==> config.mk <==
export PLATFORM = sky130hd
export DESIGN_NAME = attn_row_scheduler
export DESIGN_NICKNAME = d
export VERILOG_FILES = /design/src/rtl/attn_row_scheduler.sv
export SDC_FILE = /design/constraint.sdc
export NUM_CORES = 1
export LEC_CHECK = 0
export ABC_AREA = 1
export BUFFER_PORTS_ARGS = -buffer_cell sky130_fd_sc_hd__buf_4
export CAP_MARGIN = 15
export CORE_MARGIN = 5
export CORE_UTILIZATION = 40
export CTS_BUF_LIST = sky130_fd_sc_hd__clkbuf_4
export DETAILED_ROUTE_END_ITERATION = 6
export GPL_ROUTABILITY_DRIVEN = 0
export GPL_TIMING_DRIVEN = 0
export PLACE_DENSITY = 0.62
export SLEW_MARGIN = 20
export SYNTH_ARGS = -nofsm -noshare
export SYNTH_HDL_FRONTEND = slang
export SYNTH_SLANG_ARGS = --single-unit
export TNS_END_PERCENT = 20
==> constraint.sdc <==
create_clock -name clk -period 8.6 [get_ports clk]
set_clock_uncertainty 0.1 [all_clocks]
set_input_delay 0.43 -clock clk [delete_from_list [all_inputs] [get_ports clk]]
set_output_delay 0.43 -clock clk [all_outputs]
set_load 0.02 [all_outputs]
==> src/rtl/attn_row_scheduler.sv <==
// Row sequencer for one attention_core: fetches K_TILE q/k/v elements per row,
// streams them into the core and writes each row's scaled result to the output buffer.
module attn_row_scheduler #(
  parameter int DATA_WIDTH = 16,
  parameter int K_TILE     = 16,
  parameter int ADDR_W     = 10,
  parameter int ROWS_W     = 8
) (
  input  logic                  clk,
  input  logic                  rst_n,
  input  logic                  cmd_valid,
  output logic                  cmd_ready,
  input  logic [ADDR_W-1:0]     cmd_q_base,
  input  logic [ADDR_W-1:0]     cmd_kv_base,
  input  logic [ADDR_W-1:0]     cmd_out_base,
  input  logic [ROWS_W-1:0]     cmd_rows,
  output logic                  rd_en,
  output logic [ADDR_W-1:0]     rd_q_addr,
  output logic [ADDR_W-1:0]     rd_kv_addr,
  input  logic [DATA_WIDTH-1:0] rd_q_data,
  input  logic [DATA_WIDTH-1:0] rd_k_data,
  input  logic [DATA_WIDTH-1:0] rd_v_data,
  output logic                  core_start,
  output logic                  core_in_valid,
  input  logic                  core_in_ready,
  output logic [DATA_WIDTH-1:0] core_q,
  output logic [DATA_WIDTH-1:0] core_k,
  output logic [DATA_WIDTH-1:0] core_v,
  input  logic                  core_out_valid,
  output logic                  core_out_ready,
  input  logic [DATA_WIDTH-1:0] core_out_data,
  output logic                  wr_en,
  output logic [ADDR_W-1:0]     wr_addr,
  output logic [DATA_WIDTH-1:0] wr_data,
  output logic                  busy,
  output logic                  done
);

  localparam int CNT_W = $clog2(K_TILE + 1);

  typedef enum logic [1:0] {IDLE, START, STREAM, DRAIN} state_t;

  state_t                  state;
  logic [ADDR_W-1:0]       q_base, kv_base, out_base, row_off;
  logic [ROWS_W-1:0]       rows, row;
  logic [CNT_W-1:0]        issued, consumed;
  logic [3*DATA_WIDTH-1:0] fifo0, fifo1;
  logic [1:0]              occ;
  logic                    rd_pending;
  logic                    pop;
  logic                    accept;
  logic [3*DATA_WIDTH-1:0] sram_word;

  // Handshakes: a transfer happens on any cycle with valid && ready; no valid depends on its ready.
  assign cmd_ready      = (state == IDLE);
  assign accept         = cmd_valid && cmd_ready;
  assign core_start     = (state == START);
  assign core_in_valid  = (state == STREAM) && (occ != 2'd0);
  assign core_out_ready = (state == DRAIN);
  assign {core_q, core_k, core_v} = fifo0;
  assign pop            = core_in_valid && core_in_ready;
  assign sram_word      = {rd_q_data, rd_k_data, rd_v_data};

  // The slot freed by this cycle's pop is credited so one read per cycle sustains full rate.
  assign rd_en = ((state == START) || (state == STREAM)) &&
                 (issued < CNT_W'(K_TILE)) &&
                 (({1'b0, occ} - {2'b00, pop} + {2'b00, rd_pending}) < 3'd2);

  assign rd_q_addr  = q_base + row_off + ADDR_W'(issued);
  assign rd_kv_addr = kv_base + row_off + ADDR_W'(issued);

  always_ff @(posedge clk or negedge rst_n) begin
    if (!rst_n) begin
      state      <= IDLE;
      q_base     <= '0;
      kv_base    <= '0;
      out_base   <= '0;
      rows       <= '0;
      row        <= '0;
      row_off    <= '0;
      issued     <= '0;
      consumed   <= '0;
      fifo0      <= '0;
      fifo1      <= '0;
      occ        <= '0;
      rd_pending <= 1'b0;
      wr_en      <= 1'b0;
      wr_addr    <= '0;
      wr_data    <= '0;
      busy       <= 1'b0;
      done       <= 1'b0;
    end else begin
      wr_en      <= 1'b0;
      done       <= 1'b0;
      rd_pending <= rd_en;
      if (done) busy <= 1'b0;
      if (rd_en) issued <= issued + CNT_W'(1);
      if (pop) consumed <= consumed + CNT_W'(1);

      case ({rd_pending, pop})
        2'b10: begin
          if (occ == 2'd0) fifo0 <= sram_word;
          else             fifo1 <= sram_word;
          occ <= occ + 2'd1;
        end
        2'b01: begin
          fifo0 <= fifo1;
          occ   <= occ - 2'd1;
        end
        2'b11: begin
          if (occ == 2'd1) begin
            fifo0 <= sram_word;
          end else begin
            fifo0 <= fifo1;
            fifo1 <= sram_word;
          end
        end
        default: ;
      endcase

      case (state)
        IDLE: begin
          if (accept) begin
            q_base   <= cmd_q_base;
            kv_base  <= cmd_kv_base;
            out_base <= cmd_out_base;
            rows     <= cmd_rows;
            row      <= '0;
            row_off  <= '0;
            issued   <= '0;
            consumed <= '0;
            if (cmd_rows == '0) begin
              done <= 1'b1;
            end else begin
              busy  <= 1'b1;
              state <= START;
            end
          end
        end
        START: state <= STREAM;
        STREAM: begin
          if (pop && (consumed == CNT_W'(K_TILE - 1))) state <= DRAIN;
        end
        DRAIN: begin
          if (core_out_valid) begin
            wr_en   <= 1'b1;
            wr_addr <= out_base + ADDR_W'(row);
            wr_data <= core_out_data;
            if (row == rows - ROWS_W'(1)) begin
              done  <= 1'b1;
              state <= IDLE;
            end else begin
              row      <= row + ROWS_W'(1);
              row_off  <= row_off + ADDR_W'(K_TILE);
              issued   <= '0;
              consumed <= '0;
              state    <= START;
            end
          end
        end
        default: state <= IDLE;
      endcase
    end
  end

endmodule

==> impl_metrics.json <==
{
  "drt-vias-per-instance": 4.86,
  "clk_root_buffer_cell": "sky130_fd_sc_hd__clkbuf_4",
  "clock_latency_at_the_later_pin_of_the_worst_skew_pair_ps": 570,
  "critical-path-slowest-cell": "sky130_fd_sc_hd__dfrtp_1",
  "whs_ps": 49.4,
  "cpLargestDelayFamily": "adder cells",
  "worstSetupStartpointType": "flop",
  "final.setup.tns_ps": 0,
  "static-leakage-power_nw": 6.72,
  "drc_viols": 0,
  "final_worst_setup_slack_ps": 4390,
  "drt-wirelength-per-cell_microns": 14.8,
  "required_ps": 8070,
  "ys_async_sr_fraction": 1.00,
  "clk_pin_slew_ps": 180,
  "synth_area_leaders": "sky130_fd_sc_hd__dfrtp_1, sky130_fd_sc_hd__mux2_2, sky130_fd_sc_hd__nand2_1, sky130_fd_sc_hd__o21ai_0, sky130_fd_sc_hd__ha_1",
  "firstDrtPassIters": 5,
  "synth_warnings": 0,
  "seq_power_share": 0.354,
  "grt-ovfl-total": 0,
  "n_fill_cell": 2336,
  "synth_fp_nets": 1264,
  "timing.critical_path.slowest_cell_delay_ps": 440,
  "status": "completed",
  "post-cts-setup-buffer-count": 0,
  "coreArea_sq_um": 25000,
  "critical_path_data_arrival_time_ps": 3680,
  "peakVddDrop_uv": 266,
  "clock_power_share": 0.116,
  "drt_iter0_markers": 519,
  "grt_max_degree": 90,
  "maxSlewHeadroom": 0.406,
  "numCtsBuffers": 17,
  "syn-cell-area_sq_um": 10100,
  "fmax_ghz": 0.238,
  "die_w_microns": 169,
  "finalHoldViolations": 0,
  "cp_num_cells": 14,
  "worst-r2r-cell-count": 15,
  "synthCells": 1093,
  "design.portCount": 209,
  "setup_viol": 0,
  "power_switching_share": 0.441,
  "die_area_sq_um": 28400,
  "wl_microns": 26100,
  "grt_setup_unrepaired": "false",
  "proportion_of_layout_cells_with_a_drive_suffix_above_1": 0.237,
  "layout.nets": 1594,
  "floorplan.die.height_microns": 169,
  "placement.io_buffers": 208,
  "timing.final.crit_period_ps": 4210,
  "std_cell_rows": 58,
  "placed_cells": 1633,
  "layoutNonFillerInstCount": 1767,
  "internal_power_component_mw": 2.44,
  "critical_path_class": "reg2out",
  "timing.hold.worst_path_depth": 3,
  "maxCapViolCount": 0,
  "num_vias": 8581,
  "grt_first_pass_wirelength_microns": 43200,
  "area_growth_pct": 33.3,
  "finalPower_mw": 4.36,
  "timing.critical_path.fanout_max": 6,
  "detailedPlace.worstSlack_ps": 4930,
  "floorplan.initialDensity": 0.403,
  "antenna_found_initial": 1,
  "crit_top_cell": "sky130_fd_sc_hd__inv_1",
  "synth.yosys.seq_area_share": 0.477,
  "netSwitchingPower_mw": 1.92,
  "power_density_nw_per_um2": 325,
  "crit_path_cell_trace": "inv_1 -> ha_1 -> inv_1 -> nor2_1 -> nand2_1 -> inv_1 -> ha_1 -> or2_2 -> fa_1 -> xor2_1 -> nor2_1 -> nand2_1 -> inv_1 -> buf_4",
  "finalCoreUtilization": 0.538,
  "worst_hold_path_type": "in2reg",
  "path_buf_inv": 5,
  "first_global_vias": 8595,
  "clock_tree_from_tritoncts": "yes",
  "setup.worst_path.end_class": "output port",
  "clock_sinks": 192,
  "slew_violations": 0,
  "cts.path.max_buffers": 2,
  "synth.top_cell.area_share": 0.477,
  "groute.usage.overall": 0.185,
  "syn-mean-instance-area_sq_um": 9.21,
  "synth_enable_flop_cells": 0,
  "synth_ff_type": "sky130_fd_sc_hd__dfrtp_1",
  "post-route-cell-area_sq_um": 13400,
  "detailed_place.area_sq_um": 12100,
  "pwr-share-comb": 0.530,
  "synth_top_area_cell": "sky130_fd_sc_hd__dfrtp_1",
  "hpwl_after_detailed_placement_microns": 19000,
  "worst_slew_pin_slew_ps": 891,
  "synth.ff_latch_count": 192,
  "finalCritPeriodShare": 0.489,
  "synth_cell_types": 38,
  "ctsHtreeMaxLevel": 4,
  "antenna_left": 0
}
-- cell families (layout without fill, tap and decap cells) --
logic type                 count (synthesis)  after routing  share of synthesized area
muxes                                     77             77                     0.0859
adders and majority gates                 64             64                     0.0840
AOI/OAI and AO/OA                        221            221                      0.113
DFF                                      192            192                      0.477
buffers and inverters                    165            508                     0.0637
other                                      0              1                          0
and+or+nand+nor                          330            330                      0.138
xor gates and xnor gates                  44             44                     0.0383
-- cells in the mapped netlist (4+ instances only) --
master	n
sky130_fd_sc_hd__dfrtp_1	192
sky130_fd_sc_hd__o211ai_1	4
sky130_fd_sc_hd__nor3_1	5
sky130_fd_sc_hd__ha_1	58
sky130_fd_sc_hd__xnor2_1	17
sky130_fd_sc_hd__o21ai_0	162
sky130_fd_sc_hd__nor2_1	43
sky130_fd_sc_hd__a21oi_1	36
sky130_fd_sc_hd__clkbuf_1	27
sky130_fd_sc_hd__nand2_1	220
sky130_fd_sc_hd__a31oi_1	4
sky130_fd_sc_hd__nand3_1	35
sky130_fd_sc_hd__buf_1	9
sky130_fd_sc_hd__nand4_1	16
sky130_fd_sc_hd__xor2_1	27
sky130_fd_sc_hd__fa_1	6
sky130_fd_sc_hd__o21ai_1	8
sky130_fd_sc_hd__mux2_2	75
sky130_fd_sc_hd__buf_2	9
sky130_fd_sc_hd__inv_1	115
-- cell usage in the layout, fill, tap and decap left out, drive strengths merged --
cell and n:
nand3 36, fa 6, nor2 47, nor3 5, a31oi 4, o22ai 2
a21oi 37, dfrtp 192, buf 229, nand4 16, clkbuf 47, dlygate4sd3 101
nand2 222, o21ai 170, diode 1, mux2i 2, inv 124, a22oi 1
o21a 1, o221ai 1, nand3b 1, xor2 27, or2 3, clkinv 7
ha 58, o21bai 1, xnor2 17, o211ai 4, mux2 75
-- layout make-up --
| type | instances | area (sq um) | area share |
|---|---|---|---|
| Antenna cell | 1 | 2.50 | 0.000186 |
| Tap cell | 330 | 413 | 0.0308 |
| Sequential cell | 192 | 4800 | 0.358 |
| Multi-Input combinational cell | 736 | 4620 | 0.344 |
| Timing Repair Buffer | 311 | 2640 | 0.196 |
| Clock buffer | 18 | 135 | 0.0101 |
| Buffer | 48 | 201 | 0.0150 |
| Clock inverter | 14 | 170 | 0.0127 |
| Inverter | 117 | 439 | 0.0327 |
-- flip-flops by register name (all words and copies together) (netlist names), 6 cells and up --
signal / cells
fifo0: 48
fifo1: 48
kv_base: 10
out_base: 10
q_base: 10
row: 8
row_off: 6
rows: 8
wr_addr: 10
wr_data: 16
-- worst register-to-register path, stage by stage, from the launching register on --
cell	delay, ps
sky130_fd_sc_hd__dfrtp_1	440
sky130_fd_sc_hd__inv_1	80
sky130_fd_sc_hd__ha_1	190
sky130_fd_sc_hd__inv_1	120
sky130_fd_sc_hd__nor2_1	80
sky130_fd_sc_hd__nand2_1	200
sky130_fd_sc_hd__inv_1	170
sky130_fd_sc_hd__ha_1	360
sky130_fd_sc_hd__or2_2	320
sky130_fd_sc_hd__fa_1	380
sky130_fd_sc_hd__xor2_1	170
sky130_fd_sc_hd__nor2_1	130
sky130_fd_sc_hd__nand2_1	140
sky130_fd_sc_hd__nor2_1	190
sky130_fd_sc_hd__xnor2_1	140
sky130_fd_sc_hd__a21oi_1	50
-- worst paths after layout --
path                                    start   endpoint  slack, ps
worst max-delay path                 state[0]      rd_en       4390
worst min-delay path            rd_q_data[15]  fifo1[47]         50
worst max register to register       state[0]  issued[2]       5230
worst min register to register      fifo1[15]  fifo1[15]        400
max in group asynchronous               rst_n    rows[7]       7050
min in group asynchronous               rst_n  fifo0[23]        300
-- repair_timing --
item	in CTS	in global routing
gates resized for setup	0	0
hold buffers	101	0
endpoints found under the hold margin	188	0
-- power groups by stage --
stage | combinational [mW] | sequential, mW | clock, mW
finish | 2.31 | 1.54 | 0.507
global route | 2.56 | 1.60 | 0.558
CTS | 2.34 | 1.55 | 0.526
detailed placement | 2.29 | 1.57 | 0
global placement | 2.26 | 1.55 | 0
floorplan | 1.28 | 1.72 | 0
-- routing by layer --
layer | global-route usage | wire [microns] | share of wire
met5 | 0 | 0 | 0
met4 | 0.0430 | 312 | 0.012
met3 | 0.0348 | 1280 | 0.049
met2 | 0.308 | 12400 | 0.47
met1 | 0.253 | 12200 | 0.47
No activity file was read; power rests on OpenSTA's default activity.
